===== config.mk =====
export PLATFORM = sky130hd
export DESIGN_NAME = serial_addsub
export DESIGN_NICKNAME = d
export VERILOG_FILES = /design/src/rtl/serial_addsub_pkg.sv /design/src/rtl/addsub_slice.sv /design/src/rtl/serial_addsub.sv
export SDC_FILE = /design/constraint.sdc
export NUM_CORES = 1
export LEC_CHECK = 0
export CAP_MARGIN = 20
export CORE_AREA = 2 2 110 112
export DETAILED_ROUTE_END_ITERATION = 10
export DIE_AREA = 0 0 112 114
export DONT_BUFFER_PORTS = 1
export SYNTH_ARGS = -nofsm -noshare
export SYNTH_HDL_FRONTEND = slang
export SYNTH_SLANG_ARGS = --single-unit

===== constraint.sdc =====
create_clock -name clk -period 4.94 [get_ports clk]
set_input_delay 0.494 -clock clk [delete_from_list [all_inputs] [get_ports clk]]
set_output_delay 0.494 -clock clk [all_outputs]
set_load 0.01 [all_outputs]

===== src/rtl/serial_addsub_pkg.sv =====
// Shared definitions for the slice-serial adder/subtractor: controller states
// and the op encoding.
package serial_addsub_pkg;

  typedef enum logic [1:0] {
    IDLE = 2'd0,
    BUSY = 2'd1,
    DONE = 2'd2
  } state_t;

  localparam logic OP_ADD = 1'b0;
  localparam logic OP_SUB = 1'b1;

endpackage


===== src/rtl/addsub_slice.sv =====
// Combinational SLICE-bit ripple-carry adder used once per BUSY cycle.
module addsub_slice #(
  parameter int SLICE = 8
) (
  input  logic [SLICE-1:0] x,
  input  logic [SLICE-1:0] y,
  input  logic             cin,
  output logic [SLICE-1:0] s,
  output logic             cout
);

  // A block-local carry variable keeps the chain from looking like a loop on one vector.
  always_comb begin
    logic v_c;
    s   = '0;
    v_c = cin;
    for (int i = 0; i < SLICE; i++) begin
      s[i] = x[i] ^ y[i] ^ v_c;
      v_c  = (x[i] & y[i]) | (v_c & (x[i] ^ y[i]));
    end
    cout = v_c;
  end

endmodule


===== src/rtl/serial_addsub.sv =====
// Multi-cycle add/subtract: operands are consumed SLICE bits per cycle
// through one addsub_slice, with the result presented on a valid/ready handshake.
module serial_addsub
  import serial_addsub_pkg::*;
#(
  parameter int WIDTH = 32,
  parameter int SLICE = 8
) (
  input  logic             clk,
  input  logic             rst_n,
  input  logic             in_valid,
  output logic             in_ready,
  input  logic [WIDTH-1:0] a,
  input  logic [WIDTH-1:0] b,
  input  logic             op,
  output logic             out_valid,
  input  logic             out_ready,
  output logic [WIDTH-1:0] result,
  output logic             carry,
  output logic             overflow,
  output logic             zero,
  output logic             negative
);

  localparam int N  = WIDTH / SLICE;
  localparam int CW = $clog2(N) + 1;

  if ((SLICE < 1) || ((WIDTH % SLICE) != 0)) begin : g_param_err
    $error("serial_addsub: SLICE must be >= 1 and divide WIDTH");
  end

  state_t           r_state;
  state_t           w_state_nxt;
  logic [WIDTH-1:0] r_a;
  logic [WIDTH-1:0] r_b;
  logic [WIDTH-1:0] r_result;
  logic             r_carry;
  logic             r_sign_a;
  logic             r_sign_b;
  logic [CW-1:0]    r_cnt;
  logic             w_accept;
  logic             w_step;
  logic [SLICE-1:0] w_s;
  logic             w_cout;
  logic [WIDTH-1:0] w_result_nxt;

  addsub_slice #(.SLICE(SLICE)) u_slice (
    .x    (r_a[SLICE-1:0]),
    .y    (r_b[SLICE-1:0]),
    .cin  (r_carry),
    .s    (w_s),
    .cout (w_cout)
  );

  // New slice enters at the top so the first slice ends up in the LSBs after N steps.
  if (SLICE == WIDTH) begin : g_full
    assign w_result_nxt = w_s;
  end else begin : g_shift
    assign w_result_nxt = {w_s, r_result[WIDTH-1:SLICE]};
  end

  always_ff @(posedge clk or negedge rst_n) begin
    if (!rst_n) r_state <= IDLE;
    else        r_state <= w_state_nxt;
  end

  // BUSY spends one extra cycle seeing r_cnt == N before handing over to DONE.
  always_comb begin
    w_state_nxt = r_state;
    w_accept    = 1'b0;
    w_step      = 1'b0;
    case (r_state)
      IDLE: if (in_valid) begin
        w_accept    = 1'b1;
        w_state_nxt = BUSY;
      end
      BUSY: if (r_cnt == CW'(N)) w_state_nxt = DONE;
            else                 w_step      = 1'b1;
      DONE: if (out_ready) w_state_nxt = IDLE;
      default: w_state_nxt = IDLE;
    endcase
  end

  always_ff @(posedge clk or negedge rst_n) begin
    if (!rst_n) begin
      r_a      <= '0;
      r_b      <= '0;
      r_result <= '0;
      r_carry  <= 1'b0;
      r_sign_a <= 1'b0;
      r_sign_b <= 1'b0;
      r_cnt    <= '0;
    end else if (w_accept) begin
      r_a      <= a;
      r_b      <= b ^ {WIDTH{op}};
      r_carry  <= (op == OP_SUB);
      r_sign_a <= a[WIDTH-1];
      r_sign_b <= b[WIDTH-1] ^ op;
      r_cnt    <= '0;
    end else if (w_step) begin
      r_a      <= r_a >> SLICE;
      r_b      <= r_b >> SLICE;
      r_result <= w_result_nxt;
      r_carry  <= w_cout;
      r_cnt    <= r_cnt + CW'(1);
    end
  end

  assign in_ready  = (r_state == IDLE);
  assign out_valid = (r_state == DONE);
  assign result    = r_result;
  assign carry     = r_carry;
  assign negative  = r_result[WIDTH-1];
  assign overflow  = (r_sign_a == r_sign_b) & (r_result[WIDTH-1] != r_sign_a);
  // Gated so a cleared result register does not report zero outside a completed result.
  assign zero      = out_valid & (r_result == '0);

endmodule


# Yosys cells after proc, flatten, opt, wreduce, memory -nomap -nowiden
# Cells that the tools add are included.
# Widths: inputs -> output; s select.
# word_totals
reg_bits,104
latchBits,0
mem_bits_rw,0
mem_bits_ro,0
inputBits,69
out_inout_bits,38
elab_cells,83
mem_count,0
# op_classes
add_sub_neg,1
n_mul,0
div_mod_pow,0
magnitude_cmp,0
eq_ne,8
shift,0
muxes,16
bitwise,45
n_reduce_logical,5
# op_table
cell,n
$mux 32,4
$logic_not 32->1,1
$xor 32x32->32,1
$and 1x1->1,18
$xor 1x1->1,17
$or 1x1->1,8
$mux 1,6
$mux 2,3
$mux 3,2
$pmux 2 s3,1
$ne 2x2->1 const B,2
$add 3x1->3 const B,1
$eq 3x3->1 const B,1
$reduce_and 3->1,1
$eq 2x1->1 const B,1
$eq 2x2->1 const B,1
$logic_not 2->1,1
$ne 2x1->1 const B,1
$reduce_and 2->1,1
$reduce_bool 2->1,1
$eq 1x1->1,1
$ne 1x1->1,1
$not 1->1,1

# Logic depth before layout (Yosys ltp)
# depth
ltp_word,19
ltp_mapped,13
mapped_depth_nobuf,13

# Cells and area by module
# Synthesis repeated with hierarchy kept, for this count alone.
# hier_totals
hier_cells,435
hier_area_um2,4954.8
# modules_own_cells
module,instances,cells_per_inst,area_each_um2,seq_area_each_um2
serial_addsub,1,417,4757.1,2602.5
addsub_slice,1,18,197.7,0.0

# Least setup slack after synthesis
# Ideal clock, no wire load.
# synth_timing
kind,flip-flop to flip-flop
start,"register r_carry, in the netlist carry"
end,"register r_result[31], in the netlist result[31]"
setup_time_ns,0.083
t_arrival_ns,3.545
required_ns,4.857
slack_ns,1.312
path_stages_with_launch,13
n_path_buf,0
synth_period_minus_slack_ns,3.628
cell_sequence,dfrtp_1 -> fa_1 -> inv_1 -> fa_1 -> inv_1 -> fa_1 -> fa_1 -> fa_1 -> fa_1 -> fa_1 -> inv_1 -> fa_1 -> o21ai_0
# synth_between
elab_chain_cells,15
# synth_rtl
element,line,text
from (decl),serial_addsub.sv:37,logic r_carry;
from (signal assigned),serial_addsub.sv:96,r_carry <= (op == OP_SUB);
from (signal assigned),serial_addsub.sv:104,r_carry <= w_cout;
$and 1x1->1,addsub_slice.sv:19,v_c = (x[i] & y[i]) | (v_c & (x[i] ^ y[i]));
$or 1x1->1,addsub_slice.sv:19,
$and 1x1->1,addsub_slice.sv:19,
$or 1x1->1,addsub_slice.sv:19,
$and 1x1->1,addsub_slice.sv:19,
$or 1x1->1,addsub_slice.sv:19,
$and 1x1->1,addsub_slice.sv:19,
$or 1x1->1,addsub_slice.sv:19,
$and 1x1->1,addsub_slice.sv:19,
$or 1x1->1,addsub_slice.sv:19,
$and 1x1->1,addsub_slice.sv:19,
$or 1x1->1,addsub_slice.sv:19,
$and 1x1->1,addsub_slice.sv:19,
$or 1x1->1,addsub_slice.sv:19,
$xor 1x1->1,addsub_slice.sv:18,s[i] = x[i] ^ y[i] ^ v_c;
to (signal assigned),serial_addsub.sv:103,r_result <= w_result_nxt;
to (decl),serial_addsub.sv:36,logic [WIDTH-1:0] r_result;
# No other way between the ends.
# A chain may end at the register's enable or synchronous reset.

# Worst setup path after layout
# Ends and elaborated chain as after synthesis.

==> metrics.txt <==
fmax 255 MHz; DRC 0; top-area cell type share of the netlist area 0.519; top cells by area in the synthesized netlist dfrtp_1, mux2_2, a31oi_1; # diodes 0; crit-path max FO 3; CP Data Arrival Time 4.17 ns; GR Overflow Total 0; Switch Pwr 1.56 mW; most frequent CP cell fa_1; Die X-Extent 112 µm; Distinct cells, synth 35; RSZ-0062 raised after global routing false; Post-Synthesis Cell Area 0.00501 mm²; M1 wire length 5110 µm; PD cells 743 mW/mm²; metal2 WL 5330 µm; Clk Latency, worst-skew pair 0.34 ns; CP Cell Sequence fa_1 -> inv_1 -> fa_1 -> inv_1 -> fa_1 -> fa_1 -> fa_1 -> fa_1 -> fa_1 -> inv_1 -> fa_1 -> o21ai_0; Int Pwr 2.44 mW; syn avg cell area 10.7 µm²; Final Max Tran Viols 0; Mapped Cells 467; Avg WL per Cell 19.4 µm; post-synth top area cell dfrtp_1; min-delay worst type in2async; TritonCTS sink count 104; layout net count 523; core area 0.0117 mm²; DR vias 3541; Initial Util 0.428; synthesized flop and latch total 104; CP Class reg2reg; # IOs 107; most common cell in the netlist dfrtp_1; Peak supply drop 412 µV; total CTS buffers 9; Final Hold Viols 0; CP max-delay cell dfrtp_1; Routed Antenna Nets 0; status finished, final reports clean; max_slew headroom 0.349; Initial DRC Count 297; register area share after synthesis 0.519; Most used DFF post-synth dfrtp_1; routed wl met3 888 µm; Ys Warns 0; CTS root buf clkbuf_16; Critical Path Start Type register; pre-CTS setup slack 1.07 ns; setup ws final 1.03 ns; CP bufs+invs 3; Switching Share 0.390; Max stage delay on crit path 0.47 ns; final wirelength 11600 µm; Logic pwr share 0.385; final setup fails 0; Max Root-Sink Buffers 2; static leakage 2.30 nW; DR pass1 iterations 4; setup slack, reg-to-reg 1.03 ns; Die H 114 µm; Post-synth top cells dfrtp_1, nor2_1, o21ai_0, nand3_1, a31oi_1; Critical Path RT 5.19 ns; total negative slack 0 ns; syn nets 546; ys async rst share 1.00; Die Area 0.0128 mm²; Rows 40; largest net degree at the start of global routing 105; vias in the first global route 3583; number of synthesized flops with an enable pin 0; post_cts resized 0; CTS H-tree lvls 3; vias per cell 5.94; clk slew on worst S/H paths 0.08 ns; global-route wire length before repair 19000 µm; DP HPWL 7450 µm; Area Growth Syn to Fin 7.57%; clk_skew 0.0145 ns; period utilisation layout 0.792; clock network fraction of design power 0.194; max_cap viols 0; Final min period 3.91 ns; share of cells above drive strength 1 0.129; Seq pwr share 0.421; fillers 1157; GPL Wtd Cong 0.768; Top Layer Used met4; Worst-Margin Slew 0.975 ns; kind of cell adding the most delay to the critical path adder cells; Total GRT Usage 0.190; I/O Buffers 0; Crit. End Element register; CTS tree built; initial antenna violation count 0
==> worst register-to-register path: cells and delay by family, from the launching register on <==
family	cells	cell delay, ns
buffers and inverters	3	0.20
DFF	1	0.47
AOI/OAI and AO/OA	1	0.18
adders and majority gates	8	2.98
==> per-stage QoR <==
| stage | total power [mW] | hold WS, ns | util | area (µm²) | cells |
|---|---|---|---|---|---|
| after global placement | 3.17 | 0.201 | 0.430 | 5030 | 579 |
| after detailed placement | 3.24 | 0.201 | 0.430 | 5030 | 579 |
| final | 4.00 | 0.0763 | 0.460 | 5390 | 596 |
| after global routing | 4.32 | 0.123 | 0.460 | 5390 | 596 |
| after floorplan | 2.87 | 0.198 | - | 5010 | 467 |
| after CTS | 4.05 | 0.106 | 0.460 | 5390 | 596 |
==> final cells by class <==
class	count	area [µm²]	share of cell area
multi-input combinational	309	2150	0.399
clock buffer	11	243	0.0450
tap	147	184	0.0341
inverter	12	45.0	0.00836
sequential	104	2600	0.483
timing repair buffer	8	80.1	0.0149
clock inverter	5	85.1	0.0158
==> cell families after synthesis <==
logic type,after synthesis,share of synthesized area
muxes,30,0.0674
and+or+nand+nor,118,0.115
adders and majority gates,10,0.0370
AOI/OAI and AO/OA,119,0.153
buffers and inverters,54,0.0524
xor gates and xnor gates,32,0.0559
DFF,104,0.519
==> power by group through the flow <==
stage / clock, mW / combinational [mW] / sequential [mW]
6_report: 0.776 / 1.54 / 1.69
5_1_grt: 0.831 / 1.74 / 1.75
4_1_cts: 0.797 / 1.56 / 1.69
3_5_place_dp: 0 / 1.54 / 1.70
3_3_place_gp: 0 / 1.49 / 1.69
2_1_floorplan: 0 / 1.29 / 1.58
==> layer usage <==
layer  track usage  vias up
met5             0        -
met4        0.0691        0
met3        0.0547       14
met2         0.300      146
met1         0.251     1752
li1              -     1629
==> registers in the layout (all words and copies together), names as in the netlist <==
signal and count:
r_sign_a 1, result 32, r_state 2, r_sign_b 1, r_a 32, carry 1, r_cnt 3, r_b 32
==> path summary, 6_finish.rpt <==
kind | endpoint | cells past startpoint | startpoint
worst max-delay path | result[31]$_DFFE_PN0P_ | 12 | carry$_DFFE_PN0P_
worst min-delay path | result[17]$_DFFE_PN0P_ | 1 | rst_n
worst max register to register | result[31]$_DFFE_PN0P_ | 12 | carry$_DFFE_PN0P_
worst min register to register | r_b[31]$_DFFE_PN0P_ | 1 | r_b[31]$_DFFE_PN0P_
max in group asynchronous | r_a[16]$_DFFE_PN0P_ | 1 | rst_n
min in group clk | r_sign_a$_DFFE_PN0P_ | 2 | a[31]
==> placed cells by master, fill, tap and decap left out, types with 12 or more instances in the layout <==
| cell | synthesis | routed |
|---|---|---|
| a22o_1 | 15 | 15 |
| a31oi_1 | 39 | 39 |
| dfrtp_1 | 104 | 104 |
| inv_1 | 12 | 12 |
| mux2_2 | 30 | 30 |
| nand3_1 | 41 | 41 |
| nor2_1 | 46 | 46 |
| o21ai_0 | 46 | 46 |
| xor2_1 | 27 | 27 |
==> timing repair <==
action,4_1_cts,5_1_grt
endpoints found under the hold margin,104,0
hold buffers,1,0
setup endpoints to repair,0,0
buffers inserted,0,0
Power figures use the tool's default switching activity.
